<file path="src/rtl/jk_cmd_seq.sv">
// jk_cmd_seq: command sequencer for a downstream negedge JK flip-flop.
// It buffers JK commands (hold/reset/set/toggle) in a FIFO. Each command
// drives j/k for a programmed number of negedge samples and then holds
// j=k=0 for one check cycle. During that cycle the modelled flop output
// is compared with the q feedback, and a mismatch sets a sticky error.
//
// Ports:
//   clk, rst          clock (posedge logic), async active-high reset
//   in_valid/in_ready command handshake; in_ready = (level < DEPTH)
//   in_op             00 hold, 01 reset, 10 set, 11 toggle
//   in_rep            negedge samples to apply (0 is treated as 1)
//   j, k              registered drive to the flop
//   q_fb              flop q feedback
//   exp_q             modelled flop q
//   err, err_clr      sticky mismatch flag and its clear
//   busy              FSM active or commands queued
//   level             FIFO occupancy
module jk_cmd_seq #(
    parameter int unsigned DEPTH = 4,
    parameter int unsigned CNT_W = 4
) (
    input  logic                     clk,
    input  logic                     rst,
    input  logic                     in_valid,
    output logic                     in_ready,
    input  logic [1:0]               in_op,
    input  logic [CNT_W-1:0]         in_rep,
    output logic                     j,
    output logic                     k,
    input  logic                     q_fb,
    output logic                     exp_q,
    output logic                     err,
    input  logic                     err_clr,
    output logic                     busy,
    output logic [$clog2(DEPTH):0]   level
);

    localparam int unsigned AW = $clog2(DEPTH);
    localparam int unsigned LW = AW + 1;

    typedef enum logic [1:0] {
        IDLE  = 2'd0,
        DRIVE = 2'd1,
        CHECK = 2'd2
    } state_t;

    state_t             state;
    logic [1:0]         op_mem  [DEPTH];
    logic [CNT_W-1:0]   rep_mem [DEPTH];
    logic [AW-1:0]      wr_ptr;
    logic [AW-1:0]      rd_ptr;
    logic [1:0]         op_r;
    logic [CNT_W-1:0]   rem_r;
    logic               fifo_ne;
    logic               push;
    logic               pop;
    logic [1:0]         head_op;
    logic [CNT_W-1:0]   head_rem;

    // Flop behaviour after one sample with the given command
    function automatic logic next_q(input logic [1:0] op, input logic q);
        case (op)
            2'b00:   return q;
            2'b01:   return 1'b0;
            2'b10:   return 1'b1;
            default: return ~q;
        endcase
    endfunction

    assign fifo_ne  = (level != '0);
    assign in_ready = (level < LW'(DEPTH));
    assign push     = in_valid && in_ready;
    // Pop only when the FSM loads a command (from IDLE or at CHECK exit)
    assign pop      = fifo_ne && ((state == IDLE) || (state == CHECK));
    assign busy     = (state != IDLE) || fifo_ne;
    assign head_op  = op_mem[rd_ptr];
    assign head_rem = (rep_mem[rd_ptr] == '0) ? CNT_W'(1) : rep_mem[rd_ptr];

    // Command storage; contents are don't-care until written
    always_ff @(posedge clk) begin
        if (push) begin
            op_mem[wr_ptr]  <= in_op;
            rep_mem[wr_ptr] <= in_rep;
        end
    end

    // FIFO pointers and occupancy; pointers wrap naturally (DEPTH is 2^AW)
    always_ff @(posedge clk or posedge rst) begin
        if (rst) begin
            wr_ptr <= '0;
            rd_ptr <= '0;
            level  <= '0;
        end else begin
            if (push) wr_ptr <= wr_ptr + AW'(1);
            if (pop)  rd_ptr <= rd_ptr + AW'(1);
            level <= level + LW'(push) - LW'(pop);
        end
    end

    // Sequencer FSM with registered j/k, flop model and error flag
    always_ff @(posedge clk or posedge rst) begin
        if (rst) begin
            state <= IDLE;
            op_r  <= '0;
            rem_r <= '0;
            j     <= 1'b0;
            k     <= 1'b0;
            exp_q <= 1'b0;
            err   <= 1'b0;
        end else begin
            // Clear first so a same-edge mismatch below wins
            if (err_clr) err <= 1'b0;

            case (state)
                IDLE: begin
                    j <= 1'b0;
                    k <= 1'b0;
                    if (fifo_ne) begin
                        op_r  <= head_op;
                        rem_r <= head_rem;
                        j     <= head_op[1];
                        k     <= head_op[0];
                        state <= DRIVE;
                    end
                end

                DRIVE: begin
                    // One negedge sample elapsed in this cycle
                    exp_q <= next_q(op_r, exp_q);
                    if (rem_r == CNT_W'(1)) begin
                        j     <= 1'b0;
                        k     <= 1'b0;
                        state <= CHECK;
                    end else begin
                        rem_r <= rem_r - CNT_W'(1);
                    end
                end

                CHECK: begin
                    if (q_fb != exp_q) err <= 1'b1;
                    if (fifo_ne) begin
                        op_r  <= head_op;
                        rem_r <= head_rem;
                        j     <= head_op[1];
                        k     <= head_op[0];
                        state <= DRIVE;
                    end else begin
                        j     <= 1'b0;
                        k     <= 1'b0;
                        state <= IDLE;
                    end
                end

                default: begin
                    j     <= 1'b0;
                    k     <= 1'b0;
                    state <= IDLE;
                end
            endcase
        end
    end

endmodule
</file>
<file path="config.mk">
export PLATFORM = sky130hd
export DESIGN_NAME = jk_cmd_seq
export DESIGN_NICKNAME = d
export VERILOG_FILES = /design/src/rtl/jk_cmd_seq.sv
export SDC_FILE = /design/constraint.sdc
export NUM_CORES = 1
export LEC_CHECK = 0
export ABC_CLOCK_PERIOD_IN_PS = 3300
export CAP_MARGIN = 20
export CORE_AREA = 5 5 63 65
export CTS_CLUSTER_DIAMETER = 200
export DETAILED_ROUTE_END_ITERATION = 10
export DIE_AREA = 0 0 68 70
export GPL_TIMING_DRIVEN = 0
export PLACE_DENSITY_LB_ADDON = 0.08
export SLEW_MARGIN = 20
export SYNTH_ARGS = -nofsm -noshare
export SYNTH_HDL_FRONTEND = slang
export SYNTH_SLANG_ARGS = --single-unit
</file>
<file path="constraint.sdc">
create_clock -name clk -period 3.3 [get_ports clk]
set_clock_uncertainty 0.2 [all_clocks]
set_input_delay 0.66 -clock clk [delete_from_list [all_inputs] [get_ports clk]]
set_output_delay 0.66 -clock clk [all_outputs]
set_load 0.02 [all_outputs]
</file>
==> results.md, run 1 <==
- GR Util All Layers: 14.4%
- Synth Area per Inst: 14.3 um^2
- Row count: 21
- RSZ-0062 raised after global routing: no
- Global-route wire length before repair: 4.96 mm
- Share of layout cells above drive strength 1: 13.0%
- Sequential area share after synthesis: 61.8%
- Hold Fails Final Rpt: 0
- Routed wire per std cell: 14.3 um
- # setup viols final: 0
- DR pass1 iterations: 4
- FILL cells: 253
- GP Congestion: 0.827
- Initial Util: 59.0%
- Synth Register Bits: 43
- Asr flop ratio synth: 44.2%
- Most used DFF post-synth: edfxtp_1
- WL final: 2.97 mm
- Die area: 4760 um^2
- Die Height: 70 um
- H-tree levels: 2
- Rel. slew slack: 51.5%
- Post-cts resize count: 0
- 1st-iter DRT viols: 62
- Cell Area, Synth: 1940 um^2
- Crit path max fanout: 5
- Inserted Diodes: 0
- Worst Setup SP: level[1]
- R2r setup slk: 850 ps
- Antenna violations before repair: 0
- Worst reg2reg path depth: 9
- Drt via density: 5.15
- Post-DP HPWL: 2.19 mm
- VDD IR max: 0.415 mV
- PwrDens: 864 nW/um^2
- Die X: 68 um
- Antenna Nets Post-Route: 0
- Clk Tree Root Cell: clkbuf_4
- Status: finished clean
- CP Capture Type: primary output
- Reg2reg end: level[2]
- EDFF count, synth: 24
- Max Cap Viol: 0
- Critical path required time: 2440 ps
- Setup CP Type: reg -> out
- CTS Buf Count: 5
- # DRC: 0
- Reg clk slew, reported paths: 120 ps
- Setup_tns: 0 ps
- Area contributors post-synth: edfxtp_1, dfrtp_1, ha_1
- Vias: 1072
- Synth cell types: 33
- Vias in the first global route: 1108
- Clk_lat worst skew: 350 ps
- Core area: 3280 um^2
- Worst slew pin tran: 727 ps
- CP Capture Point: busy
- Post-synthesis cell count: 135
- Final min period: 2970 ps
- Post-synth top area cell: edfxtp_1
- Max clock buf depth: 2
- Synth top area share: 37.2%
- I/O Buffers: 19
- Worst EP arrival: 2110 ps
- GR Overflow Total: 0
- Hold_buf cts: 0
- Layout area overhead: 15.8%
- Worst Hold Class: reg -> reg
- Syn nets: 157
- Tot Pwr: 1940 uW
- Largest net degree at the start of global routing: 20
- Period utilization: 90.0%
- Post-CTS repair timing setup buffer count: 0
- Final Max Slew Viols: 0
- RR Startpoint: level[1]
- Nets: 183
- TritonCTS clock tree: done
- Leak: 0.000895 uW
- Startpoint Class: flip-flop
- I/O pin cnt: 20
- Hold depth: 2
- Peak Freq: 0.337 GHz
- Sink Count: 43
- Synth warn: 0
final cells by class:
type                            count  area (um^2)  share of cell area [%]
Timing Repair Buffer               19          190                    8.48
Clock buffer                        5         37.5                    1.67
Sequential cell                    43         1200                    53.3
Multi-Input combinational cell     72          647                    28.9
Tap cell                           46         57.6                    2.57
Buffer                              4         33.8                    1.51
Inverter                           16         60.1                    2.68
Clock inverter                      3         20.0                   0.893
report_power, final:
group	switching (uW)	internal (uW)
Clock	173	81.4
Combinational	441	417
Sequential	99.3	726
synthesized netlist by cell type, types with 2 or more instances:
library cell	instances
dfrtp_1	19
ha_1	10
nor2_1	6
mux4_2	3
buf_6	2
a21oi_1	5
and2_1	5
edfxtp_1	24
inv_1	16
xor2_1	2
nor3_1	2
nand2_1	10
mux4_1	3
or3_1	3
xnor2_1	4
o21ai_0	4
state kept, by name (all words and copies together), names as in the netlist, 2 cells and up:
name / count
state: 2
wr_ptr: 2
rd_ptr: 2
op_mem: 8
rem_r: 4
op_r: 2
rep_mem: 16
level: 3
layout by cell type (no fill, tap or decap), types with 2 or more instances in the layout:
cell	n
nor3_1	2
ha_1	10
mux4_1	3
mux4_2	3
buf_6	2
clkdlybuf4s50_1	19
xnor2_1	4
nand2_1	10
and2_1	5
clkbuf_4	5
edfxtp_1	24
dfrtp_1	19
or3_1	3
nor2_1	6
clkinvlp_4	2
xor2_1	2
a21oi_1	5
o21ai_0	4
inv_1	16
metal layers:
metal  track usage [%]  share of wire, %  routed length, um
met1              17.2                44               1320
met2              23.7                50               1480
met3              3.85               3.8                113
met4              6.62               2.2                 64
met5                 0                 0                  0
critical path, stage by stage (launching register included):
cell             delay [ps]
dfrtp_1                 460
or3_1                   440
or3_1                   320
clkdlybuf4s50_1         540
per-stage QoR:
step	instance area (um^2)	hold slack [ps]	setup slack, ps	utilization [%]	cells
final	2240	297	330	68.3	208
after global routing	2240	340	238	68.3	208
after CTS	2240	299	289	68.3	208
after detailed placement	2180	269	242	66.5	200
after global placement	2180	265	292	66.5	200
after floorplan	1940	265	812	-	135
logic make-up after synthesis:
kind of cell / Yosys count / synth area share (%)
and+or+nand+nor: 33 / 8.92
DFF: 43 / 61.8
buffers and inverters: 20 / 4.84
adders and majority gates: 11 / 7.49
xor gates and xnor gates: 6 / 2.71
AOI/OAI and AO/OA: 16 / 6.72
muxes: 6 / 7.56
worst min path at each step:
stage | start | endpoint | slack, ps
2_1_floorplan | rem_r[1] | rem_r[1] | 270
3_3_place_gp | j | j | 270
3_5_place_dp | j | j | 270
4_1_cts | j | j | 300
5_1_grt | j | j | 340
6_report | j | j | 300
(Power assumes the default switching activity.)
==> run 2, diff against run 1 <==
--- a/config.mk
+++ b/config.mk
@@ -7,10 +7,10 @@
 export LEC_CHECK = 0
 export ABC_CLOCK_PERIOD_IN_PS = 3300
 export CAP_MARGIN = 20
-export CORE_AREA = 5 5 63 65
+export CORE_AREA = 5 5 76 78
 export CTS_CLUSTER_DIAMETER = 200
 export DETAILED_ROUTE_END_ITERATION = 10
-export DIE_AREA = 0 0 68 70
+export DIE_AREA = 0 0 81 83
 export GPL_TIMING_DRIVEN = 0
 export PLACE_DENSITY_LB_ADDON = 0.08
 export SLEW_MARGIN = 20
==> results.md, run 2 (synthesized netlist as in run 1, its figures left out) <==
- Status: finished clean
- Die area: 6720 um^2 (+41%)
- VDD IR max: 0.287 mV (-31%)
- Regs by FF count: rep_mem (16), op_mem (8), rem_r (4)
- GR Util All Layers: 10.2% (-4.2 points)
- Clk Tree Root Cell: clkbuf_8
- Worst reg2reg path depth: 9 (unchanged)
- Routed wire per std cell: 13.5 um (-5.9%)
- Worst Path Buf+Inv: 1 (unchanged)
- Startpoint Class: flip-flop
- I/O pin cnt: 20 (unchanged)
- Reg clk slew, reported paths: 80 ps (-40 ps)
- CP Capture Point: busy
- Crit path max fanout: 5 (unchanged)
- Worst Hold Class: reg -> reg
- Critical path required time: 2440 ps (about the same)
- CP peak stage delay: 540 ps (about the same)
- Hold Fails Final Rpt: 0 (unchanged)
- Post-DP HPWL: 2.42 mm (+11%)
- Reg2reg end: level[2]
- Critical-path cell list: or3_1 > or3_1 > clkdlybuf4s50_1
- Vias: 1052 (-1.9%)
- Design Area, Final: 2300 um^2 (+2.6%)
- Period utilization: 88.1% (-1.9 points)
- R2r setup slk: 820 ps (-30 ps)
- Antenna Nets Post-Route: 0 (unchanged)
- Hold_ws: 301 ps (+3.74 ps)
- Share of layout cells above drive strength 1: 12.3% (-0.62 points)
- # DRC: 0 (unchanged)
- RR Startpoint: level[1]
- H-tree levels: 2 (unchanged)
- Largest net degree at the start of global routing: 20 (unchanged)
- Inserted Diodes: 0 (unchanged)
- Layout area overhead: 18.7%
- Drt via density: 4.53 (-12%)
- Rel. slew slack: 50.1% (-1.4 points)
- Final min period: 2910 ps (-62.1 ps)
- GP Congestion: 0.742 (-10%)
- Post-DP Area: 2210 um^2 (+1.4%)
- Die X: 81 um (+19%)
- Setup CP Type: reg -> out
- Max Cap Viol: 0 (unchanged)
- Die Height: 83 um (+19%)
- Vias in the first global route: 1091 (-1.5%)
- # setup viols final: 0 (unchanged)
- Sink Count: 43 (unchanged)
- Leak: 0.000909 uW (+1.6%)
- RSZ-0062 raised after global routing: no
- Final Max Slew Viols: 0 (unchanged)
- CP max-delay cell: clkdlybuf4s50_1
- Clk_lat worst skew: 280 ps (-70 ps)
- Max clock buf depth: 2 (unchanged)
- Setup_tns: 0 ps (unchanged)
- Hold_buf cts: 0 (unchanged)
- GR Overflow Total: 0 (unchanged)
- Most frequent cells in the layout: edfxtp_1, dfrtp_1, clkdlybuf4s50_1
- Max reg flops: 16 (unchanged)
- Tot Pwr: 1990 uW (+2.7%)
- Row count: 26 (+24%)
- Most common cell after layout, fill and taps aside: edfxtp_1
- TritonCTS clock tree: done
- Worst slew pin tran: 748 ps (+21.2 ps)
- Largest Register: rep_mem
- DR pass1 iterations: 4 (unchanged)
- Peak Freq: 0.344 GHz (+2.1%)
- Worst EP arrival: 2050 ps (-60 ps)
- CP delay by family, top: simple AND/OR/NAND/NOR gates
- Nets: 183 (unchanged)
- Global-route wire length before repair: 5.19 mm (+4.6%)
- PwrDens: 865 nW/um^2 (+0.11%)
- 1st-iter DRT viols: 65 (+4.8%)
- Worst path depth: 3 (unchanged)
- Worst path most repeated cell: or3_1
- Core area: 5010 um^2 (+53%)
- Dpl cells: 224 (+12%)
- WL final: 3.12 mm (+5.0%)
- CP Capture Type: primary output
- Antenna violations before repair: 0 (unchanged)
- Post-cts resize count: 0 (unchanged)
- Post-route insts no fill: 232 (+12%)
- Worst Setup SP: level[1]
- Initial Util: 38.7% (-20 points)
- Post-CTS repair timing setup buffer count: 0 (unchanged)
- I/O Buffers: 19 (unchanged)
- CTS Buf Count: 5 (unchanged)
==> run 2: cell types whose count changed in the layout (fill, tap and decap cells not counted) <==
cell	previous run	this run
clkbuf_1	1	2
clkbuf_4	5	0
clkbuf_8	0	5
clkinvlp_4	2	1
==> run 2: worst min path at each step <==
stage	start	depth (start not counted)	endpoint	slack (ps)
2_1_floorplan	rem_r[1]	2	rem_r[1]	270
3_3_place_gp	err	1	err	270
3_5_place_dp	k	2	k	290
4_1_cts	k	2	k	310
5_1_grt	k	2	k	330
6_report	err	1	err	300
==> run 2: layout make-up <==
class                   instances  area (um^2)
plain buffers                   4         33.8
clock buffers                   6         72.6
clock inverters                 2         12.5
fillers                       474         2710
inverters                      16         60.1
multi-input cells              72          647
flip-flops and latches         43         1200
well taps                      70         87.6
repair buffers                 19          190
==> run 2: report_power, final <==
group / total [uW] / leakage, uW / internal [uW] / switching (uW)
Combinational: 849 / 0.000422 / 414 / 435
Clock: 312 / 0.0000412 / 148 / 164
Sequential: 828 / 0.000446 / 727 / 101
Total: 1990 / 0.000909 / 1290 / 700
==> run 2: worst reg2reg max path, cell delays in order, from the launching register on <==
cell and delay [ps]:
dfrtp_1 450, nor3_1 390, nor2_2 170, ha_1 300, inv_1 50, ha_1 120, inv_1 50, fa_1 370
xnor2_1 140, xnor2_1 120
==> run 2: metrics by stage <==
stage | worst slack [ps] | utilization, %
after floorplan | 812 | -
after global placement | 258 | 44.2
after detailed placement | 188 | 44.2
after CTS | 360 | 45.9
after global routing | 308 | 45.9
final | 392 | 45.9
==> run 2: metal layers <==
metal | wire [um] | track usage, % | up-vias
li1 | - | - | 526
met1 | 1300 | 11.8 | 508
met2 | 1650 | 17.3 | 16
met3 | 158 | 4.11 | 2
met4 | 15 | 2.76 | 0
met5 | 0 | 0 | -
